**config.mk**
```make
export PLATFORM = sky130hd
export DESIGN_NAME = dac_spi_tx
export DESIGN_NICKNAME = d
export VERILOG_FILES = /design/src/rtl/dac_pkg.sv /design/src/rtl/dac_sclk_gen.sv /design/src/rtl/dac_spi_tx.sv
export SDC_FILE = /design/constraint.sdc
export NUM_CORES = 1
export LEC_CHECK = 0
export ABC_AREA = 0
export ABC_CLOCK_PERIOD_IN_PS = 3000
export CORE_MARGIN = 5
export CORE_UTILIZATION = 45
export CTS_CLUSTER_DIAMETER = 30
export DETAILED_ROUTE_END_ITERATION = 16
export GPL_ROUTABILITY_DRIVEN = 0
export PLACE_DENSITY = 0.73
export SLEW_MARGIN = 20
export SYNTH_ARGS = -nofsm -noshare
export SYNTH_HDL_FRONTEND = slang
export SYNTH_SLANG_ARGS = --single-unit
```
**constraint.sdc**
```tcl
create_clock -name clk -period 3 [get_ports clk]
set_input_delay 0.3 -clock clk [delete_from_list [all_inputs] [get_ports clk]]
set_output_delay 0.3 -clock clk [all_outputs]
set_load 0.03 [all_outputs]
```
**src/rtl/dac_pkg.sv**
```systemverilog
// Shared types and helpers for the DAC SPI transmitter.
// Holds the frame state encoding, frame geometry and the frame builder.
package dac_pkg;

    typedef enum logic [1:0] {
        IDLE,
        LOAD,
        SHIFT,
        LATCH
    } state_t;

    localparam int unsigned FRAME_W = 16;
    localparam int unsigned CMD_W   = 4;
    localparam int unsigned PAY_W   = FRAME_W - CMD_W;

    // Sample arrives right-justified; it is left-justified under the command nibble.
    function automatic logic [FRAME_W-1:0] build_frame(
        input logic [CMD_W-1:0] cmd,
        input logic [PAY_W-1:0] sample,
        input int unsigned      sample_w
    );
        logic [PAY_W-1:0] payload;
        payload = sample << (PAY_W - sample_w);
        return {cmd, payload};
    endfunction

endpackage

```
**src/rtl/dac_sclk_gen.sv**
```systemverilog
// SPI clock generator: divides clk by 2*CLK_DIV while enabled and flags
// the cycle on which SCLK is about to rise or fall.
module dac_sclk_gen #(
    parameter int unsigned CLK_DIV = 2
) (
    input  logic clk,
    input  logic rst,
    input  logic en,
    input  logic clr,
    output logic sclk,
    output logic rise,
    output logic fall
);

    localparam int unsigned CW = (CLK_DIV > 1) ? $clog2(CLK_DIV) : 1;

    logic [CW-1:0] cnt;
    logic          wrap;

    assign wrap = en && (cnt == CW'(CLK_DIV - 1));
    assign rise = wrap && !sclk;
    assign fall = wrap && sclk;

    always_ff @(posedge clk) begin
        if (!rst || clr) begin
            cnt  <= '0;
            sclk <= 1'b0;
        end else if (en) begin
            if (wrap) begin
                cnt  <= '0;
                sclk <= !sclk;
            end else begin
                cnt <= cnt + 1'b1;
            end
        end
    end

endmodule

```
**src/rtl/dac_spi_tx.sv**
```systemverilog
// Pops filtered samples at a fixed rate and shifts each one out as a
// 16-bit SPI frame to a serial DAC, followed by an LDAC strobe.
module dac_spi_tx
    import dac_pkg::*;
#(
    parameter int unsigned BUS_WIDTH     = 8,
    parameter int unsigned CLK_DIV       = 2,
    parameter int unsigned SAMPLE_PERIOD = 80,
    parameter logic [3:0]  CMD           = 4'b0011
) (
    input  logic                 clk,
    input  logic                 rst,
    input  logic                 i_enable,
    input  logic                 i_empty,
    input  logic [BUS_WIDTH-1:0] i_rd_data,
    output logic                 o_rd_inc,
    output logic                 o_sclk,
    output logic                 o_cs_n,
    output logic                 o_sdata,
    output logic                 o_ldac_n,
    output logic                 o_busy,
    output logic [BUS_WIDTH-1:0] o_last_sample,
    output logic [7:0]           o_underrun_cnt,
    output logic                 o_late
);

    localparam int unsigned TW = $clog2(SAMPLE_PERIOD);
    localparam int unsigned BW = $clog2(FRAME_W);

    state_t               state;
    logic [TW-1:0]        timer;
    logic [BW-1:0]        bit_cnt;
    logic [FRAME_W-1:0]   shift_reg;
    logic                 tick;
    logic                 sclk_en;
    logic                 sclk_rise;
    logic                 sclk_fall;

    assign tick    = i_enable && (timer == '0);
    assign sclk_en = (state == SHIFT);

    always_ff @(posedge clk) begin
        if (!rst || !i_enable) begin
            timer <= '0;
        end else if (timer == TW'(SAMPLE_PERIOD - 1)) begin
            timer <= '0;
        end else begin
            timer <= timer + 1'b1;
        end
    end

    dac_sclk_gen #(
        .CLK_DIV(CLK_DIV)
    ) u_sclk_gen (
        .clk (clk),
        .rst (rst),
        .en  (sclk_en),
        .clr (!sclk_en),
        .sclk(o_sclk),
        .rise(sclk_rise),
        .fall(sclk_fall)
    );

    always_ff @(posedge clk) begin
        if (!rst) begin
            state          <= IDLE;
            bit_cnt        <= '0;
            shift_reg      <= '0;
            o_rd_inc       <= 1'b0;
            o_cs_n         <= 1'b1;
            o_sdata        <= 1'b0;
            o_ldac_n       <= 1'b1;
            o_busy         <= 1'b0;
            o_last_sample  <= '0;
            o_underrun_cnt <= '0;
            o_late         <= 1'b0;
        end else begin
            o_rd_inc <= 1'b0;
            o_ldac_n <= 1'b1;
            if (tick && state != IDLE) begin
                o_late <= 1'b1;
            end
            case (state)
                // The pop decision is taken on the tick so o_rd_inc is high
                // for exactly the LOAD cycle, while the FWFT head is still valid.
                IDLE: begin
                    if (tick) begin
                        state  <= LOAD;
                        o_busy <= 1'b1;
                        if (!i_empty) begin
                            o_rd_inc      <= 1'b1;
                            shift_reg     <= build_frame(CMD, PAY_W'(i_rd_data), BUS_WIDTH);
                            o_last_sample <= i_rd_data;
                        end else begin
                            shift_reg <= build_frame(CMD, PAY_W'(o_last_sample), BUS_WIDTH);
                            if (o_underrun_cnt != 8'hFF) begin
                                o_underrun_cnt <= o_underrun_cnt + 1'b1;
                            end
                        end
                    end
                end
                LOAD: begin
                    state   <= SHIFT;
                    o_cs_n  <= 1'b0;
                    o_sdata <= shift_reg[FRAME_W-1];
                end
                SHIFT: begin
                    if (sclk_rise) begin
                        o_sdata <= shift_reg[FRAME_W-1];
                    end
                    if (sclk_fall) begin
                        shift_reg <= shift_reg << 1;
                        bit_cnt   <= bit_cnt + 1'b1;
                        o_sdata   <= shift_reg[FRAME_W-2];
                        if (bit_cnt == BW'(FRAME_W - 1)) begin
                            state    <= LATCH;
                            bit_cnt  <= '0;
                            o_cs_n   <= 1'b1;
                            o_sdata  <= 1'b0;
                            o_ldac_n <= 1'b0;
                        end
                    end
                end
                LATCH: begin
                    state  <= IDLE;
                    o_busy <= 1'b0;
                end
                default: begin
                    state  <= IDLE;
                    o_busy <= 1'b0;
                end
            endcase
        end
    end

endmodule

```
==> results.json, run 1 <==
{
  "grt_pass1_wl_um": 8230,
  "cts_tree": "done",
  "num_vias": 1901,
  "dieHeight_um": 81.6,
  "timing.critical_path.from": "state[0]",
  "grt.busiest_layer": "met2",
  "final.min_clock_period_ns": 2.06,
  "core_sq_um": 5040,
  "cp-end-kind": "flip-flop",
  "ys_async_sr_fraction_pct": 0,
  "nNetsFinal": 311,
  "grt_max_degree": 28,
  "setup_violations": 0,
  "setup_tns_ns": 0,
  "worst_pin_slew_ns": 0.708,
  "max_freq_mhz": 485,
  "multi_input_area_sq_um": 1220,
  "grt_usage_pct": 15.6,
  "criticalPathCategory": "reg -> reg",
  "rsz0062_at_grt": "no",
  "clkSlewWorstSetupHoldPaths_ns": 0.09,
  "routed_wl_um": 4660,
  "vdd_drop_max_mv": 0.366,
  "drtIter0Drc": 125,
  "cts_buffer_depth": 2,
  "power_density_nw_per_um2": 690,
  "slew_viol_final": 0,
  "critical_path_arrival_ns": 2.28,
  "cp_slowest_stage_delay_ns": 0.45,
  "cts_hold_buf": 0,
  "syn_inst": 257,
  "r2r_setup_slack_ns": 0.94,
  "cp_cell_sequence": "inv_1 -> ha_1 -> clkinv_1 -> buf_4 -> a21oi_2 -> nor2_2 -> a311oi_1",
  "whs_ns": 0.458,
  "leakage_nw": 1.11,
  "syn_area_sq_um": 2310,
  "cts_buffers": 5,
  "routedWlPerCell_um": 12.9,
  "area_growth_pct": 22.5,
  "grt_util_met1_pct": 19.7,
  "synth_flop_cell": "dfxtp_1",
  "first_pass_iters": 4,
  "reg2reg_depth": 7,
  "htreeDepth": 2,
  "grtUsageMet2_pct": 25.9,
  "r2r-start": "state[0]",
  "die_x_um": 81.6,
  "ys_ff_latch": 49,
  "max_slew_margin_pct": 52.5,
  "port_buffers": 34,
  "rows": 26,
  "regArea_sq_um": 981,
  "status": "complete, no violations",
  "start_util_pct": 45.7,
  "crit_required_ns": 3.22,
  "yosysUniqueCellTypes": 43,
  "n_antenna_cell": 0,
  "largest_reg_flops": 12,
  "cp_num_buf_inv": 3,
  "fin_skew_ns": 0.00540,
  "cts_setup_buffers": 0,
  "root_buffer": "clkbuf_8",
  "finalCritPeriodShare_pct": 68.7,
  "cp.depth": 7,
  "synth.avg_cell_area_sq_um": 8.97,
  "drc": 0,
  "grt_pass1_vias": 1833,
  "clock_latency_ns": 0.30,
  "worstPathMaxFanout": 19,
  "synth_edf_count": 0,
  "syn_nets": 277,
  "startpoint_type": "flip-flop",
  "crit_end": "shift_reg[12]",
  "postRouteAntennaNets": 0,
  "io_pins": 35,
  "clock_sinks": 49,
  "grt_overflow_total": 0,
  "layout-drive-gt1-share_pct": 7.53,
  "crit_family": "compound AO/OA/AOI/OAI gates",
  "fillers": 470,
  "gr-usage-met3_pct": 3.95,
  "yosysWarnings": 0,
  "drv_cap": 0,
  "seq_area_frac_synth_pct": 42.5,
  "ctsResizeCount": 0,
  "hp-class": "reg -> reg",
  "hold_violations": 0,
  "dpl.hpwl_um": 3180,
  "antenna_found_initial": 0,
  "via_per_inst": 5.25,
  "slowest_stage": "ha_1",
  "dieArea_sq_um": 6660,
  "r2r_end": "shift_reg[12]"
}
==> layout make-up <==
cell class | instances | area share (%)
clock buffer | 7 | 3.41
clock inverter | 1 | 0.177
inverter | 13 | 1.73
multi-input combinational | 182 | 43.2
sequential | 49 | 34.7
tap | 70 | 3.10
timing repair buffer | 40 | 13.6
==> synth_stat cells (2+ instances only) <==
| cell type | number | area, sq um |
|---|---|---|
| mux2i_1 | 21 | 210 |
| nand4b_1 | 2 | 17.5 |
| a311oi_1 | 2 | 17.5 |
| nand3_1 | 12 | 60.1 |
| nor4b_2 | 2 | 30.0 |
| o311ai_1 | 2 | 17.5 |
| inv_1 | 10 | 37.5 |
| o31ai_1 | 4 | 30.0 |
| nand4_1 | 2 | 12.5 |
| clkinv_1 | 2 | 7.51 |
| nor2_1 | 22 | 82.6 |
| dfxtp_1 | 49 | 981 |
| clkbuf_1 | 7 | 26.3 |
| nand2_1 | 28 | 105 |
| xnor2_1 | 4 | 35.0 |
| o2111ai_1 | 8 | 70.1 |
| a21oi_1 | 19 | 95.1 |
| nor3_1 | 2 | 10.0 |
| nor3b_1 | 2 | 15.0 |
| or4_1 | 3 | 22.5 |
| or3_1 | 2 | 12.5 |
| o211a_1 | 2 | 20.0 |
| o21ai_0 | 10 | 50.1 |
| nand2b_1 | 3 | 18.8 |
| xor2_1 | 4 | 35.0 |
| ha_1 | 8 | 100 |
| buf_2 | 6 | 30.0 |
| o21a_1 | 2 | 15.0 |
| and3_1 | 3 | 18.8 |
==> layout by cell type, fill, tap and decap left out, types with 6 or more instances in the layout <==
cell type	count
a21oi_1	19
buf_4	6
clkbuf_8	7
clkdlybuf4s50_1	34
dfxtp_1	49
ha_1	8
inv_1	10
mux2i_1	21
nand2_1	28
nand3_1	12
nor2_1	22
o2111ai_1	8
o21ai_0	10
==> stage by stage <==
stage	cell area, sq um	utilization (%)	power (W)	std cells	setup slack, ns
2_1_floorplan	2310	-	0.00133	257	1.20
6_report	2820	56.0	0.00195	362	0.940
5_1_grt	2820	56.0	0.00208	362	0.748
4_1_cts	2820	56.0	0.00197	362	0.963
3_5_place_dp	2720	54.0	0.00153	354	0.829
3_3_place_gp	2720	54.0	0.00152	354	0.871
==> worst min path at each step <==
stage	cells after the start	slack (ns)	end	start
after global placement	1	0.45	timer[0]	timer[0]
after global routing	2	0.49	shift_reg[9]	shift_reg[9]
final	2	0.46	o_sdata	o_sdata
after detailed placement	2	0.45	shift_reg[15]	shift_reg[15]
after CTS	2	0.46	o_sdata	o_sdata
after floorplan	1	0.43	timer[0]	timer[0]
==> power breakdown <==
part / switching (W) / internal [W]
combinational: 0.000453 / 0.000273
sequential: 0.0000585 / 0.000745
clock: 0.000211 / 0.000209
total: 0.000722 / 0.00123
==> logic make-up after synthesis <==
kind of cell | count (synthesis) | share of synthesized area, %
and+or+nand+nor | 89 | 20.1
AOI/OAI and AO/OA | 55 | 15.8
DFF | 49 | 42.5
buffers and inverters | 26 | 4.56
muxes | 22 | 9.60
xor gates and xnor gates | 8 | 3.04
adders and majority gates | 8 | 4.34
==> worst reg2reg max path, stage by stage, from the launching register on <==
cell	delay [ns]
dfxtp_1	0.33
inv_1	0.10
ha_1	0.45
clkinv_1	0.12
buf_4	0.22
a21oi_2	0.34
nor2_2	0.14
a311oi_1	0.28
==> routing by layer <==
metal  wire [um]  part of all wire, %  up-vias
li1            -                    -      985
met1        2260                   48      885
met2        2190                   47       25
met3         154                  3.3        6
met4          58                  1.2        0
met5           0                    0        -
Note: power is estimated with default switching activity, not from simulation.
==> run 2: changes to the inputs <==
- ABC_CLOCK_PERIOD_IN_PS: 3000 -> 1880
- PLACE_DENSITY: 0.73 -> 0.76
- clock period: 3 -> 1.88 ns (I/O delays scaled with it)
==> run 2 against run 1 <==
  * Hold slack lost 0.024 ns
  * Cell area up 4.2%
  * Clock skew down 0.0016 ns
  * Utilization is 2.3 points higher
  * Clock power grew 47%
  * Cell count increased by 2.8%
  * Critical path depth down 1
  * Highest routed layer unchanged
  * Sequential share of layout area is 1.3 points lower
  * Largest power group is now combinational logic
  * Non-clock buffer count rose by 11
==> results.json, run 2 (same netlist as run 1, synthesis figures left out) <==
{
  "rsz0062_at_grt": "no",
  "multi_input_area_sq_um": 1250,
  "critical_path_arrival_ns": 1.99,
  "combinationalPowerShare_pct": 41.1,
  "fillers": 454,
  "swShare_pct": 36.7,
  "clkSlewWorstSetupHoldPaths_ns": 0.08,
  "area_growth_pct": 27.6,
  "first_pass_iters": 4,
  "vdd_drop_max_mv": 0.546,
  "setup_tns_ns": 0,
  "regArea_sq_um": 982,
  "postRouteAntennaNets": 0,
  "start_util_pct": 45.7,
  "dpl.hpwl_um": 3450,
  "grt_pass1_wl_um": 8500,
  "clock_latency_ns": 0.30,
  "clock_sinks": 49,
  "cts_buffer_depth": 2,
  "drc": 0,
  "die_x_um": 81.6,
  "crit_end": "o_underrun_cnt[6]",
  "layout-drive-gt1-share_pct": 11.9,
  "hp-class": "reg -> reg",
  "final_cell_mix": "dfxtp_1, clkdlybuf4s50_1, nand2_1",
  "worst_pin_slew_ns": 0.315,
  "fin_cells": 372,
  "grt_overflow_total": 0,
  "grt_pass1_vias": 1933,
  "max_freq_mhz": 567,
  "routedWlPerCell_um": 13.1,
  "largest_reg_flops": 12,
  "drtIter0Drc": 97,
  "hold_violations": 0,
  "startpoint_type": "flip-flop",
  "power.internal_w": 0.00204,
  "via_per_inst": 5.24,
  "clkPwrFrac_pct": 19.1,
  "max_slew_margin_pct": 79.0,
  "power.switching_w": 0.00118,
  "final_common_cell": "dfxtp_1",
  "placed_cells": 365,
  "r2r-start": "state[1]",
  "cp-end-kind": "flip-flop",
  "dieArea_sq_um": 6660,
  "p_seq_share_pct": 39.8,
  "dieHeight_um": 81.6,
  "timing.critical_path.from": "state[1]",
  "routed_wl_um": 4890,
  "finalPower_w": 0.00322,
  "drv_cap": 0,
  "cts_tree": "done",
  "setup_violations": 0,
  "antenna_found_initial": 0,
  "r2r_end": "o_underrun_cnt[6]",
  "final.min_clock_period_ns": 1.76,
  "finalCritPeriodShare_pct": 93.8,
  "root_buffer": "clkbuf_8",
  "core_sq_um": 5040,
  "slew_viol_final": 0,
  "reg2reg_depth": 6,
  "r2r_setup_slack_ns": 0.12,
  "port_buffers": 34,
  "crit_required_ns": 2.11,
  "cts_buffers": 5,
  "rows": 26,
  "htreeDepth": 2,
  "criticalPathCategory": "reg -> reg",
  "cts_setup_buffers": 0,
  "power_density_nw_per_um2": 1090,
  "worstPathMaxFanout": 11,
  "nNetsFinal": 322,
  "n_antenna_cell": 0,
  "io_pins": 35,
  "fin_skew_ns": 0.00380,
  "leakage_nw": 1.18,
  "grt_max_degree": 28,
  "grt_usage_pct": 16.3,
  "status": "complete, no violations",
  "num_vias": 1951
}
-- run 2: worst min-delay path by stage --
| stage | start | endpoint | slack [ns] | cells after the start |
|---|---|---|---|---|
| 6_report | timer[0] | timer[0] | 0.43 | 1 |
| 3_5_place_dp | o_late | o_late | 0.46 | 1 |
| 5_1_grt | timer[0] | timer[0] | 0.48 | 1 |
| 3_3_place_gp | timer[0] | timer[0] | 0.44 | 1 |
| 2_1_floorplan | i_rd_data[0] | o_last_sample[0] | 0.33 | 2 |
| 4_1_cts | o_sdata | o_sdata | 0.47 | 2 |
-- run 2: critical path, cell delays in order (launching register included) --
cell and delay [ns]:
dfxtp_1 0.35, inv_1 0.12, ha_1 0.32, o311ai_1 0.14
buf_4 0.20, or4_1 0.41, a21oi_1 0.15
-- run 2: layout make-up --
type / count / share of cell area (%)
Timing Repair Buffer: 51 / 16.5
Tap cell: 70 / 2.98
Clock buffer: 7 / 2.93
Inverter: 13 / 1.66
Sequential cell: 49 / 33.4
Multi-Input combinational cell: 182 / 42.6
-- run 2: what timing repair did --
action	CTS	global route
gates resized for setup	1	7
setup endpoints to repair	2	9
hold buffers	0	0
pin swaps	0	1
-- run 2: metal layers --
layer  share of wire [%]  global-route usage, %  up-vias
met5                   0                      0        -
li1                    -                      -     1005
met4                 1.1                   6.48        0
met3                 2.7                   3.40        6
met2                  49                   28.1       28
met1                  47                   19.8      912
-- run 2: per-stage QoR --
step | cell area, sq um | hold slack (ns) | setup slack, ns | utilization, %
2_1_floorplan | 2310 | 0.332 | 0.0837 | -
3_3_place_gp | 2820 | 0.444 | 0.119 | 55.9
3_5_place_dp | 2820 | 0.457 | 0.0554 | 55.9
4_1_cts | 2910 | 0.470 | 0.0212 | 57.7
5_1_grt | 2940 | 0.480 | 0.0166 | 58.3
6_report | 2940 | 0.434 | 0.116 | 58.3
-- run 2: power groups by stage --
stage	Sequential (W)	Clock [W]	Combinational (W)
6_report	0.00128	0.000616	0.00132
5_1_grt	0.00130	0.000688	0.00145
4_1_cts	0.00128	0.000636	0.00131
3_5_place_dp	0.00130	0	0.00130
3_3_place_gp	0.00129	0	0.00128
2_1_floorplan	0.00137	0	0.000748
==> run 3: changes to the inputs <==
- ABC_AREA: 0 -> 1
==> run 3 against run 2 <==
  * Global-route usage up 0.33 points
  * Highest routed layer unchanged
  * Power up 5.3%
  * Largest power group is now registers
  * Critical path depth up 1
  * Count of clock-buffer cells in the layout down 2
  * Sequential power about the same
  * Clock power up 43%
  * Routed wire length up 4.1%
  * Hold slack better by 0.017 ns
  * Register-to-register slack better by 0.06 ns
==> results.json, run 3 <==
{
  "io_pins": 35,
  "crit_family": "simple AND/OR/NAND/NOR gates",
  "leakage_nw": 1.18,
  "max_freq_mhz": 585,
  "drtIter0Drc": 111,
  "finalCritPeriodShare_pct": 90.9,
  "nNetsFinal": 387,
  "fillers": 496,
  "cts_buffers": 5,
  "final.min_clock_period_ns": 1.71,
  "drc": 0,
  "area_growth_pct": 22.5,
  "setup_violations": 0,
  "yosysUniqueCellTypes": 30,
  "n_antenna_cell": 0,
  "finalPower_w": 0.00339,
  "slew_viol_final": 0,
  "power.internal_w": 0.00216,
  "cp_cell_sequence": "inv_1 -> ha_1 -> nand3_2 -> o21ai_1 -> nand2_1 -> nor3_1 -> nor2_1",
  "synth_flop_cell": "dfxtp_1",
  "status": "complete, no violations",
  "drv_cap": 0,
  "hp-class": "reg -> reg",
  "clkSlewWorstSetupHoldPaths_ns": 0.09,
  "seq_area_frac_synth_pct": 41.2,
  "gr-usage-met3_pct": 2.60,
  "final_common_cell": "nand2_1",
  "worstPathMaxFanout": 11,
  "routed_wl_um": 5090,
  "syn_nets": 351,
  "max_slew_margin_pct": 62.8,
  "largest_reg_flops": 12,
  "ys_ff_latch": 49,
  "criticalPathCategory": "reg -> reg",
  "dieHeight_um": 82.7,
  "cts_hold_buf": 0,
  "core_sq_um": 5110,
  "synth.avg_cell_area_sq_um": 7.19,
  "antenna_found_initial": 0,
  "regArea_sq_um": 981,
  "syn_area_sq_um": 2380,
  "hold_violations": 0,
  "slowest_stage": "dfxtp_1",
  "root_buffer": "clkbuf_8",
  "dpl.hpwl_um": 3620,
  "swShare_pct": 36.3,
  "cp_slowest_stage_delay_ns": 0.33,
  "grt_pass1_vias": 2069,
  "layout-drive-gt1-share_pct": 7.34,
  "die_x_um": 82.7,
  "postRouteAntennaNets": 0,
  "dieArea_sq_um": 6840,
  "cp.depth": 7,
  "num_vias": 2158,
  "clkPwrFrac_pct": 26.0,
  "ctsResizeCount": 0,
  "port_buffers": 34,
  "yosysWarnings": 0,
  "htreeDepth": 2,
  "rsz0062_at_grt": "yes",
  "hold_path_depth": 2,
  "yosys-top-cells-area": "dfxtp_1, nand2_1, inv_1, a21oi_1, o21ai_0",
  "worst_pin_slew_ns": 0.557,
  "power_density_nw_per_um2": 1160,
  "synth_top_cells_by_count": "nand2_1, dfxtp_1, inv_1",
  "vdd_drop_max_mv": 0.742,
  "startpoint_type": "flip-flop",
  "placed_cells": 430,
  "critical_path_arrival_ns": 1.91,
  "cp-end-kind": "flip-flop",
  "first_pass_iters": 4,
  "rows": 26,
  "multi_input_area_sq_um": 1170,
  "clock_latency_ns": 0.30,
  "cp_num_buf_inv": 1,
  "grt_util_met1_pct": 21.4,
  "ys_async_sr_fraction_pct": 0,
  "via_per_inst": 4.93,
  "fin_skew_ns": 0.00356,
  "routedWlPerCell_um": 11.6,
  "synth_top_area_cell": "dfxtp_1",
  "fin_cells": 438,
  "power.switching_w": 0.00123,
  "grt_max_degree": 19,
  "grt_usage_pct": 16.6,
  "grtUsageMet2_pct": 27.7,
  "grt_pass1_wl_um": 8820,
  "final_cell_mix": "nand2_1, dfxtp_1, inv_1",
  "combinationalPowerShare_pct": 36.2,
  "p_seq_share_pct": 37.8,
  "grt.busiest_layer": "met2",
  "clock_sinks": 49,
  "synth_top_area_share_pct": 41.2,
  "cts_buffer_depth": 2,
  "grt_overflow_total": 0,
  "syn_inst": 331,
  "cts_setup_buffers": 0,
  "cts_tree": "done",
  "reg2reg_depth": 7,
  "synth_edf_count": 0,
  "start_util_pct": 46.6,
  "yosysMostFrequentCell": "nand2_1",
  "crit_required_ns": 2.08
}
==> run 3: final cells by class <==
cell class	instances	share of cell area, %
clock buffer	5	2.36
timing repair buffer	40	13.2
tap	70	3.00
clock inverter	3	2.23
inverter	43	5.54
multi-input combinational	228	40.0
sequential	49	33.6
==> run 3: stage by stage <==
stage                     TNS (ns)  setup slack (ns)  hold slack (ns)  cell area [sq um]  util [%]
after floorplan                  0             0.242            0.349               2380         -
after global placement           0             0.199            0.435               2780      54.5
after detailed placement         0             0.114            0.438               2780      54.5
after CTS                        0             0.178            0.451               2920      57.1
after global routing      -0.00778          -0.00778            0.471               2920      57.1
final                            0             0.171            0.451               2920      57.1
==> run 3: worst min-delay path, cell delays in order, from the launching register on <==
cell,delay [ns]
dfxtp_1,0.31
inv_1,0.06
a21oi_1,0.05
==> run 3: power groups by stage <==
stage / combinational (W) / sequential [W] / clock [W]
floorplan: 0.000857 / 0.00139 / 0
global placement: 0.00120 / 0.00130 / 0
detailed placement: 0.00122 / 0.00130 / 0
CTS: 0.00123 / 0.00128 / 0.000896
global route: 0.00140 / 0.00130 / 0.000936
finish: 0.00123 / 0.00128 / 0.000881
==> run 3: metal layers <==
metal | wire length, um | up-vias
met1 | 2480 | 965
met4 | 70 | 0
met2 | 2370 | 33
li1 | - | 1153
met3 | 174 | 7
met5 | 0 | -
==> run 3: path summary, 6_finish.rpt <==
check / slack [ns] / to / startpoint
worst max register to register: 0.17 / shift_reg[12] / state[0]
worst min register to register: 0.45 / shift_reg[7] / shift_reg[7]
worst max-delay path: 0.17 / shift_reg[12] / state[0]
worst min-delay path: 0.45 / shift_reg[7] / shift_reg[7]
==> run 3: cells by family (layout without fill, tap and decap cells) <==
logic type | after synthesis | count (layout) | synth area share [%]
fa+ha+maj | 8 | 8 | 4.21
flops | 49 | 49 | 41.2
buf+inv | 54 | 91 | 9.78
simple gates | 146 | 146 | 27.7
xor+xnor | 4 | 4 | 1.47
compound gates | 70 | 70 | 15.7
